[config.mk]
export PLATFORM = sky130hd
export DESIGN_NAME = ram_arbiter
export DESIGN_NICKNAME = d
export VERILOG_FILES = /design/src/rtl/ram_arbiter.sv
export SDC_FILE = /design/constraint.sdc
export NUM_CORES = 1
export LEC_CHECK = 0
export ABC_CLOCK_PERIOD_IN_PS = 4500
export CAP_MARGIN = 25
export CORE_AREA = 2 2 125 127
export CTS_BUF_LIST = sky130_fd_sc_hd__clkbuf_4
export CTS_CLUSTER_SIZE = 25
export DETAILED_ROUTE_END_ITERATION = 16
export DIE_AREA = 0 0 127 129
export PLACE_DENSITY = 0.52
export SLEW_MARGIN = 20
export SYNTH_ARGS = -nofsm -noshare
export SYNTH_HDL_FRONTEND = slang
export SYNTH_SLANG_ARGS = --single-unit
[constraint.sdc]
create_clock -name clk_i -period 4.5 [get_ports clk_i]
set_input_delay 0.675 -clock clk_i [delete_from_list [all_inputs] [get_ports clk_i]]
set_output_delay 0.675 -clock clk_i [all_outputs]
set_load 0.01 [all_outputs]
[src/rtl/ram_arbiter.sv]
// Single-port RAM arbiter: loader > dbus > ibus fixed priority with ibus starvation
// promotion, and one-cycle-late read data returned to the requester that issued the read.
module ram_arbiter #(
  parameter int ADDR_W   = 14,
  parameter int MAX_WAIT = 4
) (
  input  logic              clk_i,
  input  logic              rst_ni,
  input  logic              ld_req_i,
  input  logic [31:0]       ld_addr_i,
  input  logic [3:0]        ld_we_i,
  input  logic [31:0]       ld_wdata_i,
  input  logic              d_req_i,
  input  logic [31:0]       d_addr_i,
  input  logic [3:0]        d_we_i,
  input  logic [31:0]       d_wdata_i,
  input  logic              i_req_i,
  input  logic [31:0]       i_addr_i,
  output logic              ld_gnt_o,
  output logic              d_gnt_o,
  output logic              i_gnt_o,
  output logic              d_rvalid_o,
  output logic              i_rvalid_o,
  output logic [31:0]       d_rdata_o,
  output logic [31:0]       i_rdata_o,
  output logic [ADDR_W-1:0] ram_addr_o,
  output logic [3:0]        ram_we_o,
  output logic [31:0]       ram_wdata_o,
  input  logic [31:0]       ram_rdata_i
);

  typedef enum logic [1:0] {
    OWN_NONE = 2'd0,
    OWN_D    = 2'd1,
    OWN_I    = 2'd2
  } owner_e;

  localparam logic [3:0] MAX_WAIT_C = 4'(MAX_WAIT);

  // Handshake: a requester holds req (and its address/data) until it sees gnt in the
  // same cycle; a granted read returns exactly one rvalid pulse on the following cycle.

  owner_e     r_owner, w_owner_nxt;
  logic [3:0] r_wait_cnt, w_wait_nxt;
  logic       w_promote;

  assign w_promote = i_req_i && (r_wait_cnt == MAX_WAIT_C);

  assign ld_gnt_o = ld_req_i;
  assign d_gnt_o  = !ld_req_i && d_req_i && !w_promote;
  assign i_gnt_o  = !ld_req_i && i_req_i && (!d_req_i || w_promote);

  always_comb begin
    ram_addr_o  = '0;
    ram_we_o    = '0;
    ram_wdata_o = '0;
    if (ld_gnt_o) begin
      ram_addr_o  = ld_addr_i[ADDR_W+1:2];
      ram_we_o    = ld_we_i;
      ram_wdata_o = ld_wdata_i;
    end else if (d_gnt_o) begin
      ram_addr_o  = d_addr_i[ADDR_W+1:2];
      ram_we_o    = d_we_i;
      ram_wdata_o = d_wdata_i;
    end else if (i_gnt_o) begin
      ram_addr_o  = i_addr_i[ADDR_W+1:2];
    end
  end

  // Loader reads and all writes leave the owner tag empty, so no rvalid follows them.
  always_comb begin
    w_owner_nxt = OWN_NONE;
    if (d_gnt_o && (d_we_i == 4'd0)) begin
      w_owner_nxt = OWN_D;
    end else if (i_gnt_o) begin
      w_owner_nxt = OWN_I;
    end
  end

  always_comb begin
    w_wait_nxt = r_wait_cnt;
    if (!i_req_i || i_gnt_o) begin
      w_wait_nxt = 4'd0;
    end else if (r_wait_cnt != MAX_WAIT_C) begin
      w_wait_nxt = r_wait_cnt + 4'd1;
    end
  end

  always_ff @(posedge clk_i or negedge rst_ni) begin
    if (!rst_ni) begin
      r_owner    <= OWN_NONE;
      r_wait_cnt <= 4'd0;
    end else begin
      r_owner    <= w_owner_nxt;
      r_wait_cnt <= w_wait_nxt;
    end
  end

  assign d_rvalid_o = (r_owner == OWN_D);
  assign i_rvalid_o = (r_owner == OWN_I);
  assign d_rdata_o  = d_rvalid_o ? ram_rdata_i : 32'd0;
  assign i_rdata_o  = i_rvalid_o ? ram_rdata_i : 32'd0;

  // Aliased upper bits and byte-offset bits play no part in the word address.
  logic w_unused;
  assign w_unused = ^{ld_addr_i[31:ADDR_W+2], ld_addr_i[1:0],
                      d_addr_i[31:ADDR_W+2],  d_addr_i[1:0],
                      i_addr_i[31:ADDR_W+2],  i_addr_i[1:0]};

endmodule

==> impl_metrics.tcl, run 1 <==
set metrics [dict create \
    static-leakage-power_nw 1.68 \
    die-area_um2 16400 \
    setup_tns_ps 0 \
    cts_buffers 3 \
    finalHoldViolCount 0 \
    core_area_um2 15000 \
    antenna_cells 0 \
    finalSetupViolCount 0 \
    yosysMostFrequentCell "and2_1" \
    port_buffers 269 \
    cts.repair.resized 0 \
    drtIter0Drc 75 \
    dr.pass1.iters 4 \
    synth-seq-cells 6 \
    grt_pass1_wl_mm 13.2 \
    track_usage_pct 9.87 \
    antenna_found_initial 0 \
    synth_ff_type "dfrtp_1" \
    yosysSeqAreaShare_pct 9.31 \
    grt_pass1_vias 2677 \
    n_fill_cell 1592 \
    fin_crit_sh_pct 82.8 \
    cts.sinks 6 \
    root_buffer "clkbuf_4" \
    status "complete, no violations" \
    htree_num_levels 1 \
    routed_wl_mm 9.20 \
    dp_cells 667 \
    ctsHoldBuffers 0 \
    synth_area_um2 1610 \
    syn_inst 233 \
    hp-class "reg -> reg" \
    clkSlewWorstSetupHoldPaths_ps 50 \
    yosys.area.top_type_share_pct 25.2 \
    clock.fmax_mhz 268 \
    synth_edf_count 0 \
    worstPathRequired_ps 3830 \
    fin_util_pct 29.8 \
    routedWlPerCell_um 13.7 \
    die_h_um 129 \
    ys_types 27 \
    crit_fanout 38 \
    die_w_um 127 \
    synth_top_cell_by_area "and2_1" \
    start_util_pct 10.8 \
    period_needed_ps 3730 \
    drv_slew 0 \
    power_density_nw_per_um2 105 \
    max_cap_violations 0 \
    total_power_uw 466 \
    ios 324 \
    tightest_slew_ps 591 \
    syn_to_final_growth_pct 177 \
    start_kind "primary input" \
    cts_buffer_depth 2 \
    yosysWarningCount 0 \
    relSlewSlack_pct 60.5 \
    drc_errors 0 \
    place.gp.congestion 0.733 \
    end_kind "primary output" \
    overflow 0 \
    vdd_drop_max_v 0.0000332 \
    syn-num-nets 440 \
    skew_ps 7.87 \
    insertion_delay_ps 250 \
    vias_per_cell 4.05 \
    arrival_ps 3050 \
    synthArstFlopShare_pct 100 \
    cts_tree "done" \
    synth_common_cells "and2_1 (65), a22o_1 (36), clkbuf_1 (19)" \
    grt_max_degree 53 \
    ant_nets 0 \
    postCtsSetupBuffers 0 \
    place.detailed.hpwl_mm 7.57 \
    synthTopCellsByArea "and2_1 (25%), a22o_1 (20%), dfrtp_1 (9.3%), a21o_1 (6.5%), nor2b_1 (6.2%)" \
    rsz0062_at_grt "false" \
    vias 2713 \
    stdcell_count 670 \
    final_nets 691 \
    syn_avg_cell_area_um2 6.92 \
    rows 45 \
    path_class "in -> out" \
    drive_gt1_share_pct 2.28 \
]
==> sequential cells by signal, summed over array words and instances (netlist names) <==
register    count
r_wait_cnt      4
r_owner         2
==> stage by stage <==
step / area [µm²] / hold slack, ps / setup slack, ps
2_1_floorplan: 1610 / 379 / 2230
3_5_place_dp: 4430 / 579 / 725
3_3_place_gp: 4430 / 572 / 755
5_1_grt: 4460 / 641 / 611
6_report: 4460 / 606 / 772
4_1_cts: 4450 / 600 / 731
==> power breakdown <==
group	switching [mW]	leakage (nW)	internal [mW]	total, mW
clock network	0.0212	0.0138	0.0303	0.0514
logic	0.120	1.59	0.235	0.355
registers	0.00307	0.0815	0.0566	0.0597
total	0.144	1.68	0.322	0.466
==> worst paths after layout <==
check	startpoint	end	slack (ps)	cells after the start
worst max-delay path	i_req_i	ram_wdata_o[21]	770	6
worst max register to register	r_wait_cnt[0]	r_owner[0]	2300	6
worst min-delay path	r_wait_cnt[3]	r_wait_cnt[3]	610	2
max in group asynchronous	rst_ni	r_wait_cnt[2]	3610	1
worst min register to register	r_wait_cnt[3]	r_wait_cnt[3]	610	2
min in group asynchronous	rst_ni	r_wait_cnt[3]	670	1
==> layout make-up <==
cell class	count	area [µm²]	share of cell area, %
multi-input combinational	197	1320	29.6
tap	188	235	5.27
sequential	6	150	3.37
clock buffer	3	22.5	0.505
inverter	2	7.51	0.168
timing repair buffer	274	2730	61.1
==> cell usage in the layout, fill, tap and decap left out, types with 3 or more instances in the layout <==
cell,synthesis,layout
a31oi_1,14,14
nor2b_1,16,14
a21o_1,14,14
dfrtp_1,6,6
clkbuf_4,0,3
nand3_1,3,3
and2_1,65,65
nor2_1,3,3
a21oi_1,16,16
a22o_1,36,36
clkdlybuf4s50_1,0,268
nand2_1,14,14
buf_4,3,5
==> worst max-delay path, stage by stage <==
cell and delay (ps):
clkdlybuf4s50_1 490, nand4b_1 470, and3b_1 400, buf_4 250, a22o_1 230, clkdlybuf4s50_1 520
==> logic make-up (layout without fill, tap and decap cells) <==
group	count (synthesis)	in the layout	synth area share (%)
mux	1	1	0.621
simple gates	107	107	39.2
fa+ha+maj	2	2	1.55
compound gates	86	86	39.1
xor+xnor	1	1	0.543
buf+inv	30	279	9.70
flops	6	6	9.31
==> routing by layer <==
layer	routed length, µm	track usage, %	up-vias
li1	-	-	1324
met1	3350	10.6	1209
met2	4730	19.0	174
met3	1050	3.04	6
met4	74	2.07	0
met5	0	0	-
Power figures use the tool's default switching activity.
==> run 2, diff against run 1 <==
--- a/config.mk
+++ b/config.mk
@@ -5,13 +5,13 @@
 export SDC_FILE = /design/constraint.sdc
 export NUM_CORES = 1
 export LEC_CHECK = 0
-export ABC_CLOCK_PERIOD_IN_PS = 4500
+export ABC_CLOCK_PERIOD_IN_PS = 3200
 export CAP_MARGIN = 25
-export CORE_AREA = 2 2 125 127
+export CORE_AREA = 2 2 127 129
 export CTS_BUF_LIST = sky130_fd_sc_hd__clkbuf_4
 export CTS_CLUSTER_SIZE = 25
 export DETAILED_ROUTE_END_ITERATION = 16
-export DIE_AREA = 0 0 127 129
+export DIE_AREA = 0 0 129 131
 export PLACE_DENSITY = 0.52
 export SLEW_MARGIN = 20
 export SYNTH_ARGS = -nofsm -noshare
==> constraint.sdc (replaced) <==
create_clock -name clk_i -period 3.2 [get_ports clk_i]
set_input_delay 0.48 -clock clk_i [delete_from_list [all_inputs] [get_ports clk_i]]
set_output_delay 0.48 -clock clk_i [all_outputs]
set_load 0.01 [all_outputs]
==> impl_metrics.tcl, run 2 (same netlist as run 1, synthesis figures left out) <==
set metrics [dict create \
    die_h_um 131 \
    vias 2758 \
    ant_nets 0 \
    r2r_slack_ps 1610 \
    end_kind "primary output" \
    r2r_end "r_owner[0]" \
    grt_pass1_wl_mm 12.7 \
    syn_to_final_growth_pct 181 \
    place.gp.congestion 0.703 \
    clkSlewWorstSetupHoldPaths_ps 40 \
    path_class "in -> out" \
    seqPwrFrac_pct 12.8 \
    dr.pass1.iters 5 \
    track_usage_pct 9.58 \
    antenna_found_initial 1 \
    insertion_delay_ps 240 \
    finalSetupViolCount 0 \
    power_switching_uw 198 \
    intPower_uw 457 \
    start_util_pct 10.3 \
    grt_max_degree 39 \
    max_cap_violations 0 \
    final_nets 695 \
    overflow 0 \
    cts_buffer_depth 2 \
    htree_num_levels 1 \
    postCtsSetupBuffers 0 \
    cts.sinks 6 \
    vdd_drop_max_v 0.0000564 \
    top_regs "r_wait_cnt (4), r_owner (2)" \
    hp-class "in -> async" \
    place.detailed.hpwl_mm 8.00 \
    period_needed_ps 2820 \
    cts_tree "done" \
    grt_pass1_vias 2484 \
    crit_fanout 38 \
    arrival_ps 2340 \
    fin_crit_sh_pct 88.1 \
    dpl_worst_slack_ps 341 \
    r2r.worst_path.cells 6 \
    static-leakage-power_nw 1.70 \
    drtIter0Drc 52 \
    mostFrequentLayoutCell "clkdlybuf4s50_1" \
    drv_slew 0 \
    die-area_um2 16900 \
    pwr-share-clk_pct 10.0 \
    total_power_uw 655 \
    n_fill_cell 1693 \
    fin_area_um2 4530 \
    ios 324 \
    setup_tns_ps 0 \
    drive_gt1_share_pct 3.09 \
    worstSetupStartpoint "d_req_i" \
    r2r-start "r_wait_cnt[0]" \
    drc_errors 0 \
    vias_per_cell 3.92 \
    fin_ws_ps 379 \
    root_buffer "clkbuf_4" \
    worstPathRequired_ps 2720 \
    status "complete, no violations" \
    core_area_um2 15600 \
    multi_input_area_um2 1310 \
    routed_wl_mm 9.50 \
    skew_ps 3.90 \
    ctsHoldBuffers 0 \
    port_buffers 269 \
    power_density_nw_per_um2 145 \
    largest_reg_flops 4 \
    mostFrequentLayoutCells "clkdlybuf4s50_1 (268), and2_1 (65), a22o_1 (36)" \
    power_switching_share_pct 30.3 \
    dp_cells 699 \
    routedWlPerCell_um 13.5 \
    clock.fmax_mhz 355 \
    regArea_um2 150 \
    finalHoldViolCount 0 \
    regMostFlops "r_wait_cnt" \
    stdcell_count 703 \
    power_frac_comb_pct 77.2 \
    die_w_um 129 \
    tightest_slew_ps 349 \
    cts.repair.resized 0 \
    relSlewSlack_pct 76.7 \
    start_kind "primary input" \
    rsz0062_at_grt "false" \
    cts_buffers 3 \
    rows 46 \
    placed_cell_area_um2 4510 \
]
## run 2: worst max path at each step
| stage | to | slack [ps] | cells past startpoint |
|---|---|---|---|
| global placement | ram_wdata_o[25] | 330 | 5 |
| global route | ram_addr_o[11] | 260 | 7 |
| CTS | ram_wdata_o[25] | 330 | 5 |
| finish | ram_wdata_o[25] | 380 | 5 |
| floorplan | ram_addr_o[10] | 1290 | 7 |
| detailed placement | ram_wdata_o[25] | 340 | 5 |
## run 2: area by class of cell
| cell class | count | share of cell area [%] |
|---|---|---|
| Sequential cell | 6 | 3.31 |
| Tap cell | 216 | 5.96 |
| Inverter | 2 | 0.166 |
| Clock buffer | 3 | 0.497 |
| Timing Repair Buffer | 278 | 61.1 |
| Multi-Input combinational cell | 197 | 28.9 |
| Antenna cell | 1 | 0.0552 |
## run 2: metrics by stage
step,hold slack [ps],util (%)
finish,476,29.1
global placement,578,28.9
CTS,478,29.0
global route,493,29.1
detailed placement,582,28.9
floorplan,184,-
## run 2: power groups by stage
stage,combinational [mW],clock [mW],sequential (mW)
6_report,0.505,0.0658,0.0837
3_3_place_gp,0.506,0,0.0845
3_5_place_dp,0.510,0,0.0847
5_1_grt,0.541,0.0740,0.0843
4_1_cts,0.513,0.0707,0.0835
2_1_floorplan,0.163,0,0.0834
## run 2: metal layers
layer / wire [µm] / track usage, % / part of all wire [%] / vias to the layer above
li1: - / - / - / 1337
met1: 3500 / 9.87 / 37 / 1243
met2: 4870 / 18.9 / 51 / 176
met3: 1080 / 2.89 / 11 / 2
met4: 51 / 2.17 / 0.54 / 0
met5: 0 / 0 / 0 / -
## run 2: worst max-delay path: stages
cell and delay, ps:
clkdlybuf4s50_1 630, and3b_1 260, buf_12 210, a22o_1 160, clkdlybuf4s50_1 590
==> run 3, diff against run 2 <==
--- a/config.mk
+++ b/config.mk
@@ -12,6 +12,7 @@
 export CTS_CLUSTER_SIZE = 25
 export DETAILED_ROUTE_END_ITERATION = 16
 export DIE_AREA = 0 0 129 131
+export GPL_ROUTABILITY_DRIVEN = 0
 export PLACE_DENSITY = 0.52
 export SLEW_MARGIN = 20
 export SYNTH_ARGS = -nofsm -noshare
==> results of run 3 <==
The final DEF is identical to that of run 2; final timing and power are the same.
